File: src/rtl/axis_tx_framer_if.sv
// rtl/axis_tx_framer_if.sv - FIFO read-side and AXI-Stream master signals of the TX framer
interface axis_tx_framer_if #(
    parameter int WIDTH = 32
);
    logic [WIDTH-1:0] fifo_data;
    logic             fifo_vld;
    logic             fifo_rdy;
    logic [WIDTH-1:0] axis_tdata;
    logic             axis_tvalid;
    logic             axis_tlast;
    logic             axis_tready;

    // master: the framer (pops the FIFO, drives the stream)
    modport master (
        input  fifo_data, fifo_vld, axis_tready,
        output fifo_rdy, axis_tdata, axis_tvalid, axis_tlast
    );

    // slave: the FIFO plus the stream sink around the framer
    modport slave (
        output fifo_data, fifo_vld, axis_tready,
        input  fifo_rdy, axis_tdata, axis_tvalid, axis_tlast
    );
endinterface

File: src/rtl/axis_tx_framer.sv
// rtl/axis_tx_framer.sv - pops cfg_len FIFO words and emits them as one AXIS packet
// Optional stall counter output enabled by AXIS_TX_FRAMER_STALL_CNT_EN.
module axis_tx_framer #(
    parameter int WIDTH = 32,
    parameter int LEN_W = 8
) (
    input  logic             clk,
    input  logic             rst_n,
    input  logic             clear,
    input  logic             start,
    input  logic [LEN_W-1:0] cfg_len,
    output logic             busy,
    output logic             done,
`ifdef AXIS_TX_FRAMER_STALL_CNT_EN
    output logic [15:0]      stall_cnt,
`endif
    axis_tx_framer_if.master bus
);

    typedef enum logic [1:0] {IDLE, SEND, DONE} state_t;

    state_t           state;
    logic [LEN_W-1:0] len_q;
    logic [LEN_W-1:0] pop_cnt;
    logic [LEN_W-1:0] snd_cnt;
    logic [WIDTH-1:0] tdata_q;
    logic             tvalid_q;
    logic             tlast_q;
    logic             pop;
    logic             accept;

    assign bus.axis_tdata  = tdata_q;
    assign bus.axis_tvalid = tvalid_q;
    assign bus.axis_tlast  = tlast_q;

    // Pop only when the output register is empty or draining this cycle.
    assign bus.fifo_rdy = (state == SEND) && (pop_cnt < len_q) && (!tvalid_q || bus.axis_tready);
    assign pop          = bus.fifo_rdy && bus.fifo_vld;
    assign accept       = tvalid_q && bus.axis_tready;

    always_ff @(posedge clk or negedge rst_n) begin
        if (!rst_n) begin
            state    <= IDLE;
            busy     <= 1'b0;
            done     <= 1'b0;
            len_q    <= '0;
            pop_cnt  <= '0;
            snd_cnt  <= '0;
            tdata_q  <= '0;
            tvalid_q <= 1'b0;
            tlast_q  <= 1'b0;
        end else if (clear) begin
            state    <= IDLE;
            busy     <= 1'b0;
            done     <= 1'b0;
            len_q    <= '0;
            pop_cnt  <= '0;
            snd_cnt  <= '0;
            tdata_q  <= '0;
            tvalid_q <= 1'b0;
            tlast_q  <= 1'b0;
        end else begin
            case (state)
                IDLE: begin
                    if (start) begin
                        busy <= 1'b1;
                        if (cfg_len == '0) begin
                            state <= DONE;
                            done  <= 1'b1;
                        end else begin
                            state   <= SEND;
                            len_q   <= cfg_len;
                            pop_cnt <= '0;
                            snd_cnt <= '0;
                        end
                    end
                end
                SEND: begin
                    if (accept && tlast_q) begin
                        state <= DONE;
                        done  <= 1'b1;
                    end
                end
                DONE: begin
                    state <= IDLE;
                    done  <= 1'b0;
                    busy  <= 1'b0;
                end
                default: state <= IDLE;
            endcase

            // Accept and pop together reload the register without a bubble.
            if (pop) begin
                tdata_q  <= bus.fifo_data;
                tvalid_q <= 1'b1;
                tlast_q  <= (pop_cnt == len_q - LEN_W'(1));
                pop_cnt  <= pop_cnt + LEN_W'(1);
            end else if (accept) begin
                tvalid_q <= 1'b0;
                tlast_q  <= 1'b0;
            end

            if (accept) begin
                snd_cnt <= snd_cnt + LEN_W'(1);
            end
        end
    end

    cnt_order_a: assert property (@(posedge clk) disable iff (!rst_n)
        (snd_cnt <= pop_cnt) && (pop_cnt <= len_q));

`ifdef AXIS_TX_FRAMER_STALL_CNT_EN
    always_ff @(posedge clk or negedge rst_n) begin
        if (!rst_n) begin
            stall_cnt <= '0;
        end else if (clear || (state == IDLE && start)) begin
            stall_cnt <= '0;
        end else if (tvalid_q && !bus.axis_tready && (stall_cnt != 16'hFFFF)) begin
            stall_cnt <= stall_cnt + 16'd1;
        end
    end
`endif

endmodule
File: src/flat_wrapper.sv
// flat-port wrapper written by rule: the top's interface ports become plain ports
module axis_tx_framer_flat 
#(
    parameter int WIDTH = 32,
    parameter int LEN_W = 8
)
  (clk, rst_n, clear, start, cfg_len, busy, done, bus_fifo_data, bus_fifo_vld, bus_axis_tready, bus_fifo_rdy, bus_axis_tdata, bus_axis_tvalid, bus_axis_tlast);
  axis_tx_framer_if #(.WIDTH(WIDTH)) bus_i ();
  input  logic clk;
  input  logic rst_n;
  input  logic clear;
  input  logic start;
  input  logic [LEN_W-1:0] cfg_len;
  output logic busy;
  output logic done;
  input wire logic [$bits(bus_i.fifo_data)-1:0] bus_fifo_data;
  input wire logic [$bits(bus_i.fifo_vld)-1:0] bus_fifo_vld;
  input wire logic [$bits(bus_i.axis_tready)-1:0] bus_axis_tready;
  output wire logic [$bits(bus_i.fifo_rdy)-1:0] bus_fifo_rdy;
  output wire logic [$bits(bus_i.axis_tdata)-1:0] bus_axis_tdata;
  output wire logic [$bits(bus_i.axis_tvalid)-1:0] bus_axis_tvalid;
  output wire logic [$bits(bus_i.axis_tlast)-1:0] bus_axis_tlast;
  assign bus_i.fifo_data = bus_fifo_data;
  assign bus_i.fifo_vld = bus_fifo_vld;
  assign bus_i.axis_tready = bus_axis_tready;
  assign bus_fifo_rdy = bus_i.fifo_rdy;
  assign bus_axis_tdata = bus_i.axis_tdata;
  assign bus_axis_tvalid = bus_i.axis_tvalid;
  assign bus_axis_tlast = bus_i.axis_tlast;
  axis_tx_framer #(.WIDTH(WIDTH), .LEN_W(LEN_W)) u_core (.clk(clk), .rst_n(rst_n), .clear(clear), .start(start), .cfg_len(cfg_len), .busy(busy), .done(done), .bus(bus_i));
endmodule
File: config.mk
export PLATFORM = sky130hd
export DESIGN_NAME = axis_tx_framer_flat
export DESIGN_NICKNAME = d
export VERILOG_FILES = /design/src/rtl/axis_tx_framer_if.sv /design/src/rtl/axis_tx_framer.sv /design/src/flat_wrapper.sv
export SDC_FILE = /design/constraint.sdc
export NUM_CORES = 1
export LEC_CHECK = 0
export ABC_AREA = 1
export BUFFER_PORTS_ARGS = -buffer_cell sky130_fd_sc_hd__buf_2
export CAP_MARGIN = 20
export CELL_PAD_IN_SITES_DETAIL_PLACEMENT = 2
export CELL_PAD_IN_SITES_GLOBAL_PLACEMENT = 2
export CORE_MARGIN = 4
export CORE_UTILIZATION = 25
export DETAILED_ROUTE_END_ITERATION = 16
export PLACE_DENSITY = 0.71
export RECOVER_POWER = 50
export SETUP_SLACK_MARGIN = 0.02
export SYNTH_ARGS = -nofsm -noshare
export SYNTH_HDL_FRONTEND = slang
export SYNTH_SLANG_ARGS = --single-unit
File: constraint.sdc
create_clock -name clk -period 2.6 [get_ports clk]
set_input_delay 0 -clock clk [delete_from_list [all_inputs] [get_ports clk]]
set_output_delay 0 -clock clk [all_outputs]
set_load 0.01 [all_outputs]
==> results of run 1 <==
-- through the flow --
| stage | power [mW] | area [um^2] | cells | hold WS, ns |
|---|---|---|---|---|
| after global placement | 1.72 | 3320 | 573 | 0.0940 |
| after floorplan | 1.49 | 2790 | 355 | -0.296 |
| after detailed placement | 1.75 | 3320 | 573 | 0.0961 |
| after CTS | 2.39 | 3860 | 624 | 0.00134 |
| final | 2.34 | 3820 | 625 | 0.00798 |
| after global routing | 2.55 | 3820 | 625 | 0.00391 |
-- cell usage in the layout (no fill, tap or decap), types with 6 or more instances in the layout --
cell type / n
nor2_1: 29
clkbuf_1: 38
dfrtp_1: 54
o21ai_0: 17
xor2_1: 6
ha_1: 10
inv_1: 32
a21oi_1: 7
nand3_1: 17
nand2_1: 154
dlygate4sd3_1: 44
buf_2: 45
-- logic make-up after synthesis --
| logic type | count (synthesis) |
|---|---|
| and+or+nand+nor | 216 |
| DFF | 54 |
| buffers and inverters | 41 |
| AOI/OAI and AO/OA | 27 |
| adders and majority gates | 10 |
| xor gates and xnor gates | 7 |
-- report_power, final --
| part | internal, mW | switching, mW | leakage, nW |
|---|---|---|---|
| sequential | 0.946 | 0.0753 | 0.737 |
| combinational | 0.271 | 0.474 | 1.22 |
| clock | 0.284 | 0.290 | 0.0542 |
-- state kept, by name (all words and copies together), names as in the netlist --
name	count
u_core.bus.axis_tvalid	1
u_core.busy	1
u_core.pop_cnt	8
u_core.done	1
u_core.bus.axis_tdata	32
u_core.state	2
u_core.len_q	8
u_core.bus.axis_tlast	1
-- cell type report --
type	count	area share [%]
flip-flops and latches	54	35.3
multi-input cells	260	32.1
repair buffers	130	21.7
well taps	140	4.58
inverters	33	3.34
clock buffers	5	1.80
clock inverters	2	1.01
repair inverters	1	0.196
-- worst min-delay path by stage --
stage	startpoint	end	slack, ns	cells past startpoint
5_1_grt	bus_fifo_vld	u_core.pop_cnt[5]	0.004	3
2_1_floorplan	rst_n	u_core.bus.axis_tdata[0]	-0.30	0
4_1_cts	bus_fifo_vld	u_core.pop_cnt[5]	0.001	3
3_3_place_gp	rst_n	u_core.bus.axis_tdata[4]	0.09	1
3_5_place_dp	rst_n	u_core.bus.axis_tdata[4]	0.1	1
6_report	bus_fifo_vld	u_core.pop_cnt[5]	0.008	3
-- what timing repair did --
| item | in CTS | in global routing |
|---|---|---|
| setup endpoints to repair | 0 | 32 |
| hold buffers | 44 | 0 |
| resized for setup | 0 | 2 |
| hold endpoints to repair | 72 | 0 |
-- worst max-delay path, delay by kind of cell, from the launching register on --
family / cells / cell delay [ns]
AO/OA/AOI/OAI: 1 / 0.15
flip-flops: 1 / 0.50
AND/OR/NAND/NOR: 6 / 0.84
buffers and inverters: 1 / 0.36
adder cells (fa/ha/maj): 1 / 0.37
-- routing by layer --
metal | routed length [um] | vias to the layer above | track usage, %
li1 | - | 1358 | -
met1 | 4140 | 1364 | 18.7
met2 | 4820 | 70 | 28.0
met3 | 455 | 8 | 2.44
met4 | 66 | 0 | 3.21
met5 | 0 | - | 0
==> impl_metrics.ini, run 1 <==
[yosys]
synth_fa_ha_area_share_pct = 4.48
synthDominantCellAreaShare_pct = 48.4
synth-simple-area-share_pct = 32.1
synthArstFlopShare_pct = 100
syn_area_um2 = 2790
synth_edf_count = 0
synth_compound_area_share_pct = 5.11
syn_avg_cell_area_um2 = 7.87
synth_most_common_cell = nand2_1
yosysSeqAreaShare_pct = 48.4
synth_cell_types = 25
ys_ff_latch = 54
synth_top_flop_cell = dfrtp_1
yosys_warnings = 0
synth_xor_area_share_pct = 2.19
synth.area.top_cells = dfrtp_1, nand2_1, ha_1, inv_1, nor2_1
synth_top_family_by_area = simple AND/OR/NAND/NOR gates
syn-num-nets = 411
netlist_top_cells_count = nand2_1, dfrtp_1, inv_1
synth_mux_area_share_pct = 0
yosysTopAreaCell = dfrtp_1
syn_inst = 355

[cells_and_area]
fillers = 1301
seq_area_um2 = 1350
multiInputGateArea_um2 = 1230
final_core_util_pct = 35.1
nets = 541
area_delta_synth_final_pct = 36.9
drive_gt1_share_pct = 13.6
diodes = 0

[critical_path]
max_stage_delay_ns = 0.50
rr_startpoint = u_core.pop_cnt[5]
critPathLaunchType = register
r2r_cells = 9
crit_top_cell = nand2_1
crit_type = reg2reg
crit_path_top_delay_cell = dfrtp_1
cp_cell_sequence = ha_1, a21oi_1, nor2_1, nor2_2, nand3_4, nand2_1, clkinvlp_4, nand2_1, nand2_1
ff2ff_setup_slack_ns = 0.27
worstPathArrival_ns = 2.53
r2r_end = u_core.bus.axis_tdata[0]
critPathMaxFanout = 16
cp.required_ns = 2.80
endpoint = u_core.bus.axis_tdata[0]
startpoint = u_core.pop_cnt[5]
end_kind = register

[sta]
skew_ns = 0.00691
finalSetupViolCount = 0
worst_slew_pin_slew_ns = 1.73
layout_setup_ws_ns = 0.266
post-route-period-util_pct = 89.8
min_period_ns = 2.33
max_freq_mhz = 429
slew_headroom_pct = -15.1
tns_ns = 0
rsz0062_at_grt = false
drv_slew = 33
final-hold-violation-count = 0

[global_route]
antenna_found_initial = 0
grt_pass1_vias = 3210
grt_overflow = 0
grt_max_degree = 38
grt_first_pass_wirelength_um = 15900
grt.total_usage_pct = 15.2

[clock_tree]
root_buffer = clkbuf_8
clock_latency_ns = 0.31
ctsLongestPathBuffers = 2
htreeDepth = 2
cts_setup_buffers = 0
clk_pin_slew_worst_paths_ns = 0.09
cts_buffers = 5
clock_sinks = 54
cts_tree = done

[floorplanning]
initial_utilization_pct = 25.7
die_x_um = 114
io_pins = 83
placementRows = 38
coreArea_um2 = 10900
die_area_um2 = 12900
die_y_um = 114

[drt]
remaining_drc_errors = 0
drtIter0Drc = 128
routed_wl_um = 9490
viasPerCell = 4.48
num_vias = 2800
ant_nets = 0
routedWlPerCell_um = 15.2
drt_pass1_iterations = 4

[hold_path]
hold_path_class = in2reg

[place]
hpwlAfterDp_um = 6520
pre_cts_ws_ns = 0.226
io_buffers = 82
place_congestion = 0.802

[run_status]
violations = capacitance limit, slew limit
outcome = finished with violations

[job]
drv_cap = 1

[power_and_ir_drop]
peakVddDrop_v = 0.000237
leakage_nw = 2.01
powerDensity_nw_per_um2 = 612
No activity file was read; power rests on OpenSTA's default activity.
==> run 2: changes to the inputs <==
--- a/config.mk
+++ b/config.mk
@@ -10,10 +10,11 @@
 export CAP_MARGIN = 20
 export CELL_PAD_IN_SITES_DETAIL_PLACEMENT = 2
 export CELL_PAD_IN_SITES_GLOBAL_PLACEMENT = 2
+export CORE_ASPECT_RATIO = 1.5
 export CORE_MARGIN = 4
-export CORE_UTILIZATION = 25
+export CORE_UTILIZATION = 31
 export DETAILED_ROUTE_END_ITERATION = 16
-export PLACE_DENSITY = 0.71
+export PLACE_DENSITY = 0.85
 export RECOVER_POWER = 50
 export SETUP_SLACK_MARGIN = 0.02
 export SYNTH_ARGS = -nofsm -noshare
==> run 2 against run 1 <==
The flow now finishes without violations. Clock power rose by 46%. Critical path depth fell by 2. Clock-buffer cell count rose by 1. Combinational power rose by 11%. Total power rose by 15%. Die area fell by 18%. Sequential power barely moved. Cell area rose by 1.3%. Via count rose by 5.5%. Core utilization rose by 8.8 points. Routed wire length rose by 32%.
==> impl_metrics.ini, run 2 (synthesis results as in run 1) <==
[global_route]
grt_first_pass_wirelength_um = 18700
grt_max_degree = 39
antenna_found_initial = 1
grt_pass1_vias = 3514
grt.total_usage_pct = 22.7
grt_overflow = 0

[floorplanning]
initial_utilization_pct = 31.6
placementRows = 42
die_area_um2 = 10600
coreArea_um2 = 8830
die_y_um = 124
die_x_um = 85.5
io_pins = 83

[power_and_ir_drop]
leakage_nw = 2.06
powerDensity_nw_per_um2 = 696
peakVddDrop_v = 0.000473
p_total_mw = 2.70

[sta]
holdWs_ns = 0.0447
tns_ns = 0
max_freq_mhz = 401
post-route-period-util_pct = 95.8
final-hold-violation-count = 0
skew_ns = 0.0156
layout_setup_ws_ns = 0.109
worst_slew_pin_slew_ns = 1.17
slew_headroom_pct = 22.3
finalSetupViolCount = 0
drv_slew = 0
rsz0062_at_grt = false
min_period_ns = 2.49

[place]
pre_cts_ws_ns = 0.195
hpwlAfterDp_um = 6770
place_congestion = 0.772
postPlaceCellArea_um2 = 3260
placed_cells = 541
io_buffers = 82

[critical_path]
worstPathArrival_ns = 2.73
end_kind = register
critPathMaxFanout = 9
cp.required_ns = 2.83
critPathLaunchType = register
crit_type = reg2reg

[clock_tree]
cts_buffers = 5
ctsLongestPathBuffers = 2
cts_tree = done
clock_sinks = 54
htreeDepth = 2
root_buffer = clkbuf_16
cts_setup_buffers = 0
clock_latency_ns = 0.31
clk_pin_slew_worst_paths_ns = 0.09

[run_status]
outcome = complete, no violations

[cells_and_area]
nets = 540
area_delta_synth_final_pct = 38.7
final_core_util_pct = 43.9
mostFrequentLayoutCells = nand2_1, dfrtp_1, buf_2
layout_commonest_cell = nand2_1
finalInstanceArea_um2 = 3870
instances_no_fill = 596
drive_gt1_share_pct = 13.6
largest_register_ff_count = 32

[drt]
viasPerCell = 4.95
routedWlPerCell_um = 21.0
drt_pass1_iterations = 4
remaining_drc_errors = 0
routed_wl_um = 12500
ant_nets = 0
num_vias = 2953
drtIter0Drc = 137

[hold_path]
hold_path_class = in2reg

[job]
drv_cap = 0
==> run 2: cell types whose count changed in the layout (fill, tap and decap cells not counted) <==
cell and change:
buf_4 -1, clkinv_4 -1, clkinvlp_4 -2, buf_16 +1
inv_1 +1, diode_2 +1, clkbuf_16 +5, inv_6 +1
clkbuf_1 -1, nor2_4 +1, clkbuf_8 -4
==> run 2: critical path, cell delays in order (launching register included) <==
cell and delay (ns):
dfrtp_1 0.50, ha_1 0.37, a21oi_1 0.18, nor2_1 0.09, nor2_2 0.21, nand3_4 0.22
a21oi_1 0.22, dlygate4sd3_1 0.62
==> run 2: cell type report <==
type,count,area (um^2)
Clock inverter,2,38.8
Antenna cell,1,2.50
Tap cell,110,138
Fill cell,1023,4950
Inverter,33,124
Multi-Input combinational cell,261,1240
Clock buffer,6,139
Timing Repair Buffer,129,845
Sequential cell,54,1350
==> run 2: metal layers <==
metal / vias to the layer above / global-route usage, % / routed length, um
li1: 1359 / - / -
met1: 1457 / 24.0 / 4530
met2: 98 / 41.9 / 6890
met3: 39 / 3.44 / 464
met4: 0 / 12.2 / 633
met5: - / 0 / 0
==> run 2: worst paths after layout <==
check	cells past startpoint	slack, ns	to	startpoint
max in group asynchronous	3	0.51	u_core.len_q[3]	rst_n
worst min register to register	2	0.49	u_core.done	u_core.done
worst max-delay path	7	0.11	u_core.bus.axis_tvalid	u_core.pop_cnt[5]
worst min-delay path	3	0.04	u_core.pop_cnt[5]	bus_fifo_vld
min in group asynchronous	2	0.45	u_core.bus.axis_tdata[13]	rst_n
worst max register to register	7	0.11	u_core.bus.axis_tvalid	u_core.pop_cnt[5]
==> run 2: timing repair <==
item / 4_1_cts / 5_1_grt
endpoints found under the setup margin: 0 / 1
resized for setup: 0 / 0
hold buffers: 44 / 0
hold endpoints to repair: 58 / 0
==> run 2: power breakdown <==
group          internal (mW)  leakage, nW  switching (mW)
sequential             0.947        0.737          0.0867
clock                  0.486       0.0875           0.352
combinational          0.284         1.24           0.540
total                   1.72         2.06           0.978
